===== config.mk =====
export PLATFORM = sky130hd
export DESIGN_NAME = cpu_inta_sequencer_flat
export DESIGN_NICKNAME = d
export VERILOG_FILES = /design/src/rtl/cpu_inta_sequencer_if.sv /design/src/rtl/cpu_inta_sequencer.sv /design/src/flat_wrapper.sv
export SDC_FILE = /design/constraint.sdc
export NUM_CORES = 1
export LEC_CHECK = 0
export ABC_CLOCK_PERIOD_IN_PS = 2200
export CAP_MARGIN = 20
export CORE_MARGIN = 4
export CORE_UTILIZATION = 41
export DETAILED_ROUTE_END_ITERATION = 7
export GPL_TIMING_DRIVEN = 0
export HOLD_SLACK_MARGIN = 0.08
export PLACE_DENSITY = 0.91
export SKIP_CTS_REPAIR_TIMING = 1
export SYNTH_ARGS = -nofsm -noshare
export SYNTH_HDL_FRONTEND = slang
export SYNTH_SLANG_ARGS = --single-unit

===== constraint.sdc =====
create_clock -name clk -period 2.2 [get_ports clk]
set_clock_uncertainty 0.05 [all_clocks]
set_input_delay 0.44 -clock clk [delete_from_list [all_inputs] [get_ports clk]]
set_output_delay 0.44 -clock clk [all_outputs]
set_load 0.01 [all_outputs]

===== src/rtl/cpu_inta_sequencer_if.sv =====
// Interrupt-acknowledge bus between a host-side sequencer (master) and the 8259 PIC (slave).
interface cpu_inta_sequencer_if;
    logic        INT;
    logic        IF_flag;
    logic [7:0]  D_IN;
    logic        INTA_n;
    logic        busy;
    logic [7:0]  vector;
    logic [15:0] call_addr;
    logic [7:0]  call_opcode;
    logic        vector_valid;

    modport master (
        input  INT, IF_flag, D_IN,
        output INTA_n, busy, vector, call_addr, call_opcode, vector_valid
    );

    modport slave (
        output INT, IF_flag, D_IN,
        input  INTA_n, busy, vector, call_addr, call_opcode, vector_valid
    );
endinterface


===== src/rtl/cpu_inta_sequencer.sv =====
// Host-side 8259 interrupt-acknowledge sequencer: issues the INTA_n pulse train
// (2 pulses for 8086, 3 for 8080) and captures the bytes the PIC returns.
module cpu_inta_sequencer #(
    parameter bit MODE_8086    = 1'b1,
    parameter int INTA_LOW_CYC = 2,
    parameter int INTA_GAP_CYC = 2
) (
    input  logic                 clk,
    input  logic                 reset,
    cpu_inta_sequencer_if.master bus
);

    localparam int CNT_MAX = (INTA_LOW_CYC > INTA_GAP_CYC) ? INTA_LOW_CYC : INTA_GAP_CYC;
    localparam int CNT_W   = (CNT_MAX > 1) ? $clog2(CNT_MAX) : 1;
    localparam logic [CNT_W-1:0] LOW_END    = CNT_W'(INTA_LOW_CYC - 1);
    localparam logic [CNT_W-1:0] GAP_END    = CNT_W'(INTA_GAP_CYC - 1);
    localparam logic [1:0]       LAST_PULSE = MODE_8086 ? 2'd2 : 2'd3;

    typedef enum logic [2:0] {IDLE, ARM, LOW, GAP, DONE} state_t;

    state_t           state, state_next;
    logic [CNT_W-1:0] cnt;
    logic [1:0]       pidx;
    logic             low_last, gap_last;
    logic [7:0]       vector_q;
    logic [15:0]      call_addr_q;
    logic [7:0]       call_opcode_q;

    assign low_last = (cnt == LOW_END);
    assign gap_last = (cnt == GAP_END);

    always_ff @(posedge clk) begin
        if (reset) state <= IDLE;
        else       state <= state_next;
    end

    always_comb begin
        state_next = state;
        case (state)
            IDLE: if (bus.INT && bus.IF_flag) state_next = ARM;
            // Second look at INT rejects single-cycle glitches before any pulse goes out.
            ARM:  state_next = bus.INT ? LOW : IDLE;
            LOW:  if (low_last) state_next = (pidx == LAST_PULSE) ? DONE : GAP;
            GAP:  if (gap_last) state_next = LOW;
            DONE: state_next = IDLE;
            default: state_next = IDLE;
        endcase
    end

    always_comb begin
        bus.INTA_n       = (state != LOW);
        bus.busy         = (state == LOW) || (state == GAP);
        bus.vector_valid = (state == DONE);
    end

    always_ff @(posedge clk) begin
        if (reset) begin
            cnt  <= '0;
            pidx <= 2'd0;
        end else begin
            case (state)
                ARM: begin
                    cnt  <= '0;
                    pidx <= 2'd1;
                end
                LOW: cnt <= low_last ? '0 : cnt + CNT_W'(1);
                GAP: begin
                    cnt <= gap_last ? '0 : cnt + CNT_W'(1);
                    if (gap_last) pidx <= pidx + 2'd1;
                end
                default: cnt <= '0;
            endcase
        end
    end

    // D_IN is only trusted on the final low cycle of each pulse.
    always_ff @(posedge clk) begin
        if (reset) begin
            vector_q      <= 8'h00;
            call_addr_q   <= 16'h0000;
            call_opcode_q <= 8'h00;
        end else if (state == LOW && low_last) begin
            if (MODE_8086) begin
                if (pidx == 2'd2) vector_q <= bus.D_IN;
            end else begin
                case (pidx)
                    2'd1: call_opcode_q <= bus.D_IN;
                    2'd2: begin
                        vector_q         <= bus.D_IN;
                        call_addr_q[7:0] <= bus.D_IN;
                    end
                    2'd3: call_addr_q[15:8] <= bus.D_IN;
                    default: ;
                endcase
            end
        end
    end

    assign bus.vector      = vector_q;
    assign bus.call_addr   = call_addr_q;
    assign bus.call_opcode = call_opcode_q;

endmodule


===== src/flat_wrapper.sv =====
// flat-port wrapper written by rule: the top's interface ports become plain ports
module cpu_inta_sequencer_flat 
#(
    parameter bit MODE_8086    = 1'b1,
    parameter int INTA_LOW_CYC = 2,
    parameter int INTA_GAP_CYC = 2
)
  (clk, reset, bus_INT, bus_IF_flag, bus_D_IN, bus_INTA_n, bus_busy, bus_vector, bus_call_addr, bus_call_opcode, bus_vector_valid);
  cpu_inta_sequencer_if bus_i ();
  input  logic clk;
  input  logic reset;
  input wire logic [$bits(bus_i.INT)-1:0] bus_INT;
  input wire logic [$bits(bus_i.IF_flag)-1:0] bus_IF_flag;
  input wire logic [$bits(bus_i.D_IN)-1:0] bus_D_IN;
  output wire logic [$bits(bus_i.INTA_n)-1:0] bus_INTA_n;
  output wire logic [$bits(bus_i.busy)-1:0] bus_busy;
  output wire logic [$bits(bus_i.vector)-1:0] bus_vector;
  output wire logic [$bits(bus_i.call_addr)-1:0] bus_call_addr;
  output wire logic [$bits(bus_i.call_opcode)-1:0] bus_call_opcode;
  output wire logic [$bits(bus_i.vector_valid)-1:0] bus_vector_valid;
  assign bus_i.INT = bus_INT;
  assign bus_i.IF_flag = bus_IF_flag;
  assign bus_i.D_IN = bus_D_IN;
  assign bus_INTA_n = bus_i.INTA_n;
  assign bus_busy = bus_i.busy;
  assign bus_vector = bus_i.vector;
  assign bus_call_addr = bus_i.call_addr;
  assign bus_call_opcode = bus_i.call_opcode;
  assign bus_vector_valid = bus_i.vector_valid;
  cpu_inta_sequencer #(.MODE_8086(MODE_8086), .INTA_LOW_CYC(INTA_LOW_CYC), .INTA_GAP_CYC(INTA_GAP_CYC)) u_core (.clk(clk), .reset(reset), .bus(bus_i));
endmodule

==> impl_metrics.tcl <==
set metrics [dict create \
    slew_violations 0 \
    fin_nets 155 \
    grt_max_degree 11 \
    rows 16 \
    dieArea_mm2 0.002879 \
    hold_path.class "reg -> reg" \
    final.setup.worst_slack_ns 0.1916 \
    worst_path_largest_cell_delay_ns 0.57 \
    clkTransAtPathRegs_ns 0.08 \
    cts_tree "yes" \
    timing.final.crit_share_pct 91.29 \
    synthTopCellsByArea "dfxtp_1 33%, buf_4 21%, nand2b_1 12%, mux2i_1 9.4%, nor2_8 2.3%" \
    place_inst 164 \
    fill_cells 196 \
    die_w_um 53.66 \
    r2r_start "u_core.state[1]" \
    yosys.area.top_type "dfxtp_1" \
    peakVddDrop_mv 0.2422 \
    whs_ns 0.4274 \
    synth-seq-area-share_pct 32.80 \
    drt_iter0_markers 2 \
    critPathLaunch "u_core.state[2]" \
    multiInputGateArea_um2 457.9 \
    ant_nets 0 \
    p_leak_nw 0.5398 \
    cp.arrival_ns 1.52 \
    outcome "complete, no violations" \
    overflow 0 \
    cp-start-kind "flop" \
    route.detailed.drc 0 \
    finalHoldViolations 0 \
    synthArstFlopShare_pct 0 \
    finalSetupViolCount 0 \
    design.portCount 47 \
    start_util_pct 43.56 \
    max-cap-violations 0 \
    tns_ns 0 \
    worstSetupEndpointType "output port" \
    synthDistinctLibCells 27 \
    vias 687 \
    seqCellArea_um2 280.3 \
    portBuffers 22 \
    pre_cts_slack_ns 0.3547 \
    max_freq_mhz 497.9 \
    rsz0062_at_grt "no" \
    path_cells "nor3b_1 -> clkdlybuf4s50_1" \
    final_layout_size_suffix_gt1_share_pct 22.14 \
    syn_inst 92 \
    cts_buffers 3 \
    syn_area_um2 854.6 \
    firstDrtPassIters 4 \
    stdcell_count 167 \
    cp_max_fo 8 \
    min_from "u_core.bus.vector[3]" \
    antenna_found_initial 0 \
    grtUsageTotal_pct 12.77 \
    yosysWarnings 0 \
    slowest_stage "clkdlybuf4s50_1" \
    wl_um 1674 \
    area_growth_pct 42.75 \
    die_h_um 53.66 \
    core_area_mm2 0.001962 \
    gp_congestion 0.6211 \
    synth.avg_cell_area_um2 9.289 \
    period_minus_slack_ns 2.008 \
    ctsHtreeMaxLevel 1 \
    vias_per_cell 4.114 \
    ctsLongestPathBuffers 2 \
    synth_top_flop_cell "dfxtp_1" \
    criticalPathCategory "reg -> out" \
    synth-edff-count 0 \
    worstPathRequired_ns 1.71 \
    power_density_mw_per_mm2 417.7 \
    avgRoutedWirePerCell_um 10.02 \
    num_antenna_cells 0 \
    cts_root_buf "clkbuf_4" \
    grt_pass1_wl_um 2739 \
    clk_latency_ns 0.28 \
    yosysTopAreaCellShare_pct 32.80 \
    cts_num_sinks 14 \
    grt_pass1_vias 664 \
    synth_seq_cells 14 \
    dp_hpwl_um 1350 \
]
[final timing paths]
kind | to | slack, ns | cells after the start
setup reg to reg | u_core.bus.vector[6] | 0.76 | 4
setup / recovery | bus_vector_valid | 0.19 | 2
hold / removal | u_core.bus.vector[3] | 0.43 | 2
hold reg to reg | u_core.bus.vector[3] | 0.43 | 2
[cells in the mapped netlist, drive strengths merged, types with 2 or more instances]
cell / count
o21ai: 3
nor3b: 2
nand2: 3
buf: 25
nor2: 2
dfxtp: 14
mux2i: 8
clkbuf: 2
nor2b: 2
nand2b: 17
[cell usage in the layout, fill, tap and decap left out, types with 2 or more instances in the layout]
cell type and instances:
nor2b_1 2, nor3b_1 2, buf_4 24, clkdlybuf4s50_1 21, clkbuf_4 3, dfxtp_1 14
nand2b_1 17, mux2i_1 8, o21ai_0 3, clkbuf_1 2, nand2_1 2, conb_1 24
[per-stage QoR]
step | instance area [um^2] | util, % | power (mW)
6_report | 1220 | 62.18 | 0.5095
5_1_grt | 1220 | 62.18 | 0.5326
4_1_cts | 1217 | 62.05 | 0.5119
3_5_place_dp | 1195 | 60.91 | 0.3667
3_3_place_gp | 1195 | 60.91 | 0.3649
2_1_floorplan | 940.9 | - | 0.3385
[worst max-delay path, delay by kind of cell (launching register included)]
| kind | cells | cell delay, ns |
|---|---|---|
| buf+inv | 1 | 0.57 |
| flops | 1 | 0.45 |
| simple gates | 1 | 0.22 |
[cell families after synthesis]
group                    after synthesis  synth area share [%]
AO/OA/AOI/OAI                          7                 5.270
adder cells (fa/ha/maj)                1                 1.464
buffers and inverters                 28                 23.72
flip-flops                            14                 32.80
multiplexers                           8                 9.371
other                                  1                0.4388
AND/OR/NAND/NOR                       33                 26.94
[registers in the layout (all words and copies together), names as in the netlist]
| register | count |
|---|---|
| u_core.bus.vector | 8 |
| u_core.cnt | 1 |
| u_core.pidx | 2 |
| u_core.state | 3 |
[power by group]
part	total, mW	internal [mW]	switching [mW]
clock network	0.147	0.0635	0.0836
logic	0.102	0.0605	0.0417
registers	0.260	0.256	0.00398
total	0.510	0.380	0.129
[final cells by class]
type / count / share of cell area [%]
plain buffers: 27 / 16.31
well taps: 27 / 2.769
multi-input cells: 73 / 37.54
clock buffers: 3 / 1.846
repair buffers: 22 / 18.26
inverters: 1 / 0.3077
flip-flops and latches: 14 / 22.97
[per-layer routing]
metal  vias up  global-route usage (%)  part of all wire [%]
met4         0                   5.106                   1.3
met5         -                       0                     0
met1       306                   13.57                    41
met2        22                   23.67                    52
li1        355                       -                     -
met3         4                   3.324                   6.2
No activity file was read; power rests on OpenSTA's default activity.
